==> src/rtl/c64_exp_pkg.sv <==
// c64_exp_pkg: shared state, pattern-mode and register-bit definitions for the expansion responder
package c64_exp_pkg;
  typedef enum logic [2:0] {IDLE, RD_ROM, RD_IO, WR_WAIT, HOLD} state_t;
  localparam logic [1:0] PAT_XOR = 2'd0;
  localparam logic [1:0] PAT_ADDR = 2'd1;
  localparam logic [1:0] PAT_CNT = 2'd2;
  localparam logic [1:0] PAT_REG = 2'd3;
  localparam int REG0_EXROM = 7;
  localparam int REG0_GAME = 6;
  function automatic logic [7:0] rom_pattern(input logic [1:0] mode, input logic [15:0] a,
                                             input logic [7:0] cnt, input logic [7:0] r1);
    return mode == PAT_XOR ? a[15:8] ^ a[7:0] : mode == PAT_ADDR ? a[7:0] : mode == PAT_CNT ? cnt : r1;
  endfunction
endpackage

==> src/rtl/c64_bus_sync.sv <==
// c64_bus_sync: multi-stage synchroniser bringing the asynchronous bus selects into clk
module c64_bus_sync #(
  parameter int STAGES = 2,
  parameter int W = 3
) (
  input  logic         clk,
  input  logic         reset,
  input  logic [W-1:0] d,
  output logic [W-1:0] q
);
  logic [W-1:0] s [STAGES];
  always_ff @(posedge clk) begin
    if (reset) begin
      for (int i = 0; i < STAGES; i++) s[i] <= '0;
    end else begin
      s[0] <= d;
      for (int i = 1; i < STAGES; i++) s[i] <= s[i-1];
    end
  end
  assign q = s[STAGES-1];
endmodule

==> src/rtl/c64_exp_responder.sv <==
// c64_exp_responder: C64 expansion-port ROM/IO responder with pattern generator and writable IO register bank
module c64_exp_responder
  import c64_exp_pkg::*;
#(
  parameter int SYNC_STAGES = 2,
  parameter int NUM_REGS = 8,
  parameter int WR_SETTLE = 4,
  parameter int HOLD_CYCLES = 3,
  parameter logic [7:0] RESET_MODE = 8'h80
) (
  input  logic        clk,
  input  logic        reset,
  input  logic        romlh,
  input  logic        ioef,
  input  logic        rw_in,
  input  logic [15:0] addr,
  input  logic [7:0]  data_in,
  output logic [7:0]  data_out,
  output logic        data_oe,
  output logic        exrom_out,
  output logic        game_out,
  output logic [15:0] rom_hits
);
  localparam int IW = $clog2(NUM_REGS);
  localparam logic [7:0] SETTLE_C = 8'(WR_SETTLE);
  localparam logic [7:0] HOLD_C = 8'(HOLD_CYCLES);
  logic [2:0] sy;
  logic rom_s, io_s, rd_s, wr_en, hit;
  state_t state, state_n;
  logic [7:0] cnt, cnt_n, pat_cnt, dout_n, rom_d;
  logic oe_n;
  logic [7:0] regs [NUM_REGS];
  logic [IW-1:0] idx, widx, widx_n;
  c64_bus_sync #(.STAGES(SYNC_STAGES), .W(3)) u_sync (
    .clk(clk), .reset(reset), .d({romlh, ioef, rw_in}), .q(sy)
  );
  assign {rom_s, io_s, rd_s} = sy;
  assign idx = addr[IW-1:0];
  assign exrom_out = regs[0][REG0_EXROM];
  assign game_out = regs[0][REG0_GAME];
  assign rom_d = rom_pattern(regs[0][1:0], addr, state == RD_ROM ? pat_cnt - 8'd1 : pat_cnt, regs[1]);
  always_comb begin
    state_n = state;
    cnt_n = cnt;
    dout_n = data_out;
    oe_n = data_oe;
    widx_n = widx;
    wr_en = 1'b0;
    hit = 1'b0;
    case (state)
      RD_ROM, RD_IO: begin
        if (state == RD_ROM ? rom_s : io_s) begin
          dout_n = state == RD_ROM ? rom_d : regs[idx];
        end else begin
          state_n = HOLD_CYCLES == 0 ? IDLE : HOLD;
          cnt_n = HOLD_C;
          oe_n = HOLD_CYCLES != 0;
        end
      end
      WR_WAIT: begin
        if (!io_s) state_n = IDLE;
        else if (cnt != 8'd0) begin
          cnt_n = cnt - 8'd1;
          wr_en = cnt == 8'd1;
        end
      end
      HOLD: begin
        cnt_n = cnt - 8'd1;
        state_n = cnt == 8'd1 ? IDLE : HOLD;
        oe_n = cnt != 8'd1;
      end
      default: ;
    endcase
    if ((state == IDLE || state == HOLD) && (io_s || (rom_s && rd_s))) begin
      if (io_s && rd_s) begin
        state_n = RD_IO;
        oe_n = 1'b1;
        dout_n = regs[idx];
      end else if (io_s) begin
        state_n = WR_WAIT;
        oe_n = 1'b0;
        cnt_n = SETTLE_C;
        widx_n = idx;
      end else begin
        state_n = RD_ROM;
        oe_n = 1'b1;
        dout_n = rom_d;
        hit = 1'b1;
      end
    end
  end
  always_ff @(posedge clk) begin
    if (reset) begin
      state <= IDLE;
      cnt <= '0;
      pat_cnt <= '0;
      rom_hits <= '0;
      data_out <= '0;
      data_oe <= 1'b0;
      widx <= '0;
      for (int i = 0; i < NUM_REGS; i++) regs[i] <= i == 0 ? RESET_MODE : 8'h00;
    end else begin
      state <= state_n;
      cnt <= cnt_n;
      data_out <= dout_n;
      data_oe <= oe_n;
      widx <= widx_n;
      if (hit) begin
        pat_cnt <= pat_cnt + 8'd1;
        rom_hits <= rom_hits + 16'd1;
      end
      if (wr_en) regs[widx] <= data_in;
    end
  end
endmodule

==> config.mk <==
export PLATFORM = sky130hd
export DESIGN_NAME = c64_exp_responder
export DESIGN_NICKNAME = d
export VERILOG_FILES = /design/src/rtl/c64_exp_pkg.sv /design/src/rtl/c64_bus_sync.sv /design/src/rtl/c64_exp_responder.sv
export SDC_FILE = /design/constraint.sdc
export NUM_CORES = 1
export LEC_CHECK = 0
export CORE_MARGIN = 3
export CORE_UTILIZATION = 47
export CTS_CLUSTER_SIZE = 30
export DETAILED_ROUTE_END_ITERATION = 16
export PLACE_DENSITY = 0.78
export SYNTH_ARGS = -nofsm -noshare
export SYNTH_HDL_FRONTEND = slang
export SYNTH_SLANG_ARGS = --single-unit
==> constraint.sdc <==
create_clock -name clk -period 2.75 [get_ports clk]
set_clock_uncertainty 0.05 [all_clocks]
set_input_delay 0.55 -clock clk [delete_from_list [all_inputs] [get_ports clk]]
set_output_delay 0.55 -clock clk [all_outputs]
set_load 0.05 [all_outputs]
After elaboration in Yosys (flattened, before gate mapping)
Memory sizes are Yosys's and may differ from the RTL's.
Index checks and enable logic that the tools add are counted.
{ "op_classes": {"add_sub_neg": 4, "multipliers": 0, "n_div": 0, "n_lt_le_gt_ge": 0, "n_eq_ne": 10, "shift": 0, "muxes": 46, "n_bitwise": 4, "reduce_logical": 15} }
{ "ops": {"columns": ["operator", "n"], "rows": [
  ["$mux 8", 17],
  ["$pmux 8 s3", 1],
  ["$mux 3", 7],
  ["$mux 1", 17],
  ["$add 16x1->16 const B", 1],
  ["$sub 8x1->8 const B", 2],
  ["$pmux 3 s3", 1],
  ["$add 8x1->8 const B", 1],
  ["$eq 8x1->1 const B", 1],
  ["$ne 8x1->1 const B", 1],
  ["$reduce_bool 8->1", 1],
  ["$reduce_or 8->1", 1],
  ["$xor 8x8->8", 1],
  ["$eq 3x2->1 const B", 2],
  ["$ne 3x3->1 const B", 2],
  ["$reduce_and 3->1", 2],
  ["$mux 2", 2],
  ["$reduce_bool 4->1", 1],
  ["$eq 3x1->1 const B", 1],
  ["$eq 3x3->1 const B", 1],
  ["$logic_and 1x1->1", 3],
  ["$logic_not 3->1", 1],
  ["$reduce_bool 3->1", 1],
  ["$eq 2x1->1 const B", 1],
  ["other kinds (8)", 10]
]} }
{ "word_totals": {"register_bits": 47, "latch_bits": 0, "ram_bits": 70, "mem_bits_ro": 0, "inputBits": 29, "output_inout_bits": 27, "wordCells": 88, "memories": 2} }
{ "mem_list": {"columns": ["memory", "depth", "word_bits", "rd", "rd_clocked_by_memory_dff", "wr", "line", "text"], "rows": [
  ["regs", 8, 8, 3, 0, 8, "c64_exp_responder.sv:32", "logic [7:0] regs [NUM_REGS];"],
  ["u_sync.s", 2, 3, 2, 0, 2, "c64_bus_sync.sv:11", "logic [W-1:0] s [STAGES];"]
]} }

Longest topological paths before layout
{ "depth": {"word_depth": 11, "mapped_depth": 8, "depth_no_buf": 7} }

Hierarchy
A second synthesis with hierarchy kept.
{ "unflattened": {"hier_cells": 564, "hier_area_um2": 6008.3} }
{ "by_module_without_submodules": {"columns": ["module", "n_inst", "cells_each", "area_per_inst_um2", "seq_area_each_um2"], "rows": [
  ["c64_exp_responder", 1, 549, 5828.1, 2862.7],
  ["c64_bus_sync", 1, 15, 180.2, 120.1]
]} }

Worst setup path after synthesis
No wires, ideal clock.
{ "synth_path": {"path_kind": "input to register", "from": "input port addr[0]", "to": "register data_out[2]", "setup_ps": 122, "arrival_time_ps": 2086, "required_ps": 2578, "slack_ps": 492, "path_stages": 7, "n_path_buf": 2, "cell_sequence": "buf_2 > buf_2 > mux4_2 > mux2_2 > a22oi_1 > nor3_1 > a221o_1"} }
{ "synth_between": {"elab_chain_cells": 7} }
{ "synth_lines": {"columns": ["element", "line", "text"], "rows": [
  ["start: declaration", "c64_exp_responder.sv:16", "input logic [15:0] addr,"],
  ["$mem_v2 8x8 *", null, null],
  ["$mux 8", "c64_exp_responder.sv:53", "dout_n = state == RD_ROM ? rom_d : regs[idx];"],
  ["$mux 8", "c64_exp_responder.sv:52", "if (state == RD_ROM ? rom_s : io_s) begin"],
  ["$mux 8", "c64_exp_responder.sv:50", "case (state)"],
  ["$mux 8", "c64_exp_responder.sv:79", "end else if (io_s) begin"],
  ["$mux 8", "c64_exp_responder.sv:75", "if (io_s && rd_s) begin"],
  ["$mux 8 *", "c64_exp_responder.sv:74", "if ((state == IDLE || state == HOLD) && (io_s || (rom_s && rd_s))) begin"],
  ["end signal: assignment", "c64_exp_responder.sv:105", "data_out <= dout_n;"],
  ["end: declaration", "c64_exp_responder.sv:18", "output logic [7:0] data_out,"]
]} }
Every way passes the cells marked *; elsewhere a longest branch is shown, timed or not.
A chain may end at the register's enable or synchronous reset.

==> results.txt <==
Post-Syn Area - 6010 sq um
Total of max-cap violations - 0
Vias in the first global route - 4682
Routed via count - 4786
Critical Path Start Type - flop
Mapped Cells - 573
Residual DRC - 0
Synth warnings - 0
Initial Utilization - 49.0%
Final critical-path required period - 2.50 ns
Routed len/inst - 18.2 um
# Post-CTS Setup Buffers - 0
Clock latency on the worst-skew pair - 0.41 ns
CP Capture Type - flop
Flop2flop setup slack - 0.25 ns
WP buf/inv - 1
Longest Clk Path Bufs - 2
IO Port Bufs - 55
CP top delay family - simple AND/OR/NAND/NOR gates
Routed wire length - 15100 um
Peak Freq - 400 MHz
GR Overflow Total - 0
Clock tree from TritonCTS - built
Share of cells above drive strength 1 - 14.1%
Critical-path cell list - nor4_2 -> nand3_1 -> nor4_1 -> buf_4 -> nand2b_1 -> nor2_1 -> or2_2
Placer congestion estimate - 0.903
DRT Pass-1 Iters - 6
Die ar. - 14200 sq um
I/O pin cnt - 56
Core footprint - 12300 sq um
H-tree depth - 4
Std-Cell Rows - 40
Most used flip-flop cell after synthesis - edfxtp_1
Cts bufs inserted - 17
Syn nets - 608
Final #Nets - 681
Crit-path slowest cell - nor4_1
DP Cell Count - 795
Worst-path maximum fanout - 8
Critical path data arrival time - 2.56 ns
DIE WIDTH - 119 um
Area Overhead vs Synth - 24.1%
Power Density - 624 nW/um^2
Flops & latches, synth - 117
Vias/cell - 5.79
Core Util, Final - 60.8%
Num Clock Sinks - 117
EDFF count, synth - 64
Yosys cell types - 58
Total GRT Usage - 22.1%
Slew HR - 54.5%
Maximum vdd ir drop - 0.473 mV
Unrepaired setup endpoints after global routing - no
Sequential area share after synthesis - 49.7%
DIE HEIGHT - 119 um
Slew Limit Fails - 0
Total chip power - 0.00465 W
Final setup vio count - 0
Min-Delay Path Class - flop to flop
Final ANT Viol Nets - 0
Largest net degree at the start of global routing - 59
Outcome - finished clean
Critical path class - flop to flop
Pleak - 2.72 nW
Delay of the slowest critical-path stage - 0.38 ns
DRT iter0 DRCs - 485
Worst-Margin Slew - 0.679 ns
Root buffer cell - clkbuf_16
Required time of the critical path - 2.81 ns
Final cell count without fillers - 826
Final hold violations - 0
Initial antenna violation count - 0
Syn_area_per_cell - 10.5 sq um
Tcrit/Tclk final - 91.0%
Detailed Place HPWL - 10600 um
Clock transition at the registers of the reported paths - 0.05 ns
N_diodes - 0
Asr flop ratio synth - 0%
First-pass GRT wire length - 24500 um
[per-stage QoR]
step	instance area (sq um)	setup TNS, ns	setup WS [ns]	hold slack [ns]
after floorplan	6010	0	0.492	0.364
after global placement	6860	0	0.0615	0.387
after detailed placement	6860	-0.00835	-0.00835	0.382
after CTS	7450	0	0.103	0.394
after global routing	7450	0	0.0286	0.411
final	7450	0	0.248	0.388
[Yosys cell counts (all sizes together), types with 6 or more instances]
library cell   n  area share (%)
ha             6             1.2
buf           10            0.75
a31oi          9            0.94
and3           7            0.73
o211ai         6            0.75
nand3         11            0.92
nor3          12             1.2
and2          68             7.1
inv            8            0.50
nand2b        12             1.2
mux2i         10             1.7
nand2         32             2.0
mux4          16             6.0
nand4          8            0.83
nor2b         12             1.2
mux2           7             1.3
a21oi         28             2.3
clkbuf        17             1.1
xnor2         13             1.9
o21ai         17             1.4
nor2          63             3.9
edfxtp        64              32
or2           10             1.0
dfxtp         53              18
xor2          15             2.2
[layout make-up]
type	instances	area (sq um)
clock buffer	26	509
clock inverter	5	75.1
fill	989	4810
inverter	8	30.0
multi-input combinational	421	2890
sequential	117	2980
tap	168	210
timing repair buffer	81	753
[logic make-up (layout without fill, tap and decap cells)]
| logic type | Yosys count | in the layout | synth area share, % |
|---|---|---|---|
| fa+ha+maj | 6 | 6 | 1.25 |
| compound gates | 96 | 96 | 10.5 |
| mux | 33 | 33 | 8.98 |
| xor+xnor | 28 | 28 | 4.08 |
| flops | 117 | 117 | 49.7 |
| simple gates | 258 | 258 | 23.2 |
| buf+inv | 35 | 120 | 2.31 |
[routing by layer]
metal	vias to the layer above	track usage, %	wire (um)
li1	2234	-	-
met1	2309	28.0	6270
met2	210	35.9	7510
met3	33	5.89	959
met4	0	8.91	332
met5	-	0	0
[final timing paths]
kind | startpoint | endpoint | cells after the start
worst max-delay path | cnt[4]$_SDFF_PP0_ | regs[1][0]$_SDFFCE_PN0P_ | 7
worst min-delay path | u_sync.s[0][1]$_SDFF_PP0_ | u_sync.s[0][4]$_SDFF_PP0_ | 1
worst max register to register | cnt[4]$_SDFF_PP0_ | regs[1][0]$_SDFFCE_PN0P_ | 7
worst min register to register | u_sync.s[0][1]$_SDFF_PP0_ | u_sync.s[0][4]$_SDFF_PP0_ | 1
[flip-flops by register name (all words and copies together) (netlist names)]
| register | cells |
|---|---|
| cnt | 8 |
| data_oe | 1 |
| data_out | 8 |
| pat_cnt | 8 |
| regs | 64 |
| rom_hits | 16 |
| state | 3 |
| u_sync.s | 6 |
| widx | 3 |
[placed cells by master, fill, tap and decap left out, types with 13 or more instances in the layout]
cell type	n
a21oi_1	28
and2_1	68
buf_4	25
clkbuf_16	17
clkdlybuf4s50_1	54
dfxtp_1	53
edfxtp_1	64
mux4_2	16
nand2_1	32
nor2_1	63
o21ai_0	16
xnor2_1	13
xor2_1	15
[where the power goes]
group	total, W	switching (W)	internal [W]
Combinational	0.000482	0.000265	0.000217
Sequential	0.00198	0.0000716	0.00191
Clock	0.00219	0.000743	0.00144
Total	0.00465	0.00108	0.00357
[what timing repair did]
item                                    CTS  global route
endpoints found under the setup margin    0            56
gates resized for setup                   0             2
hold buffers                              0             0
No activity file was read; power rests on OpenSTA's default activity.
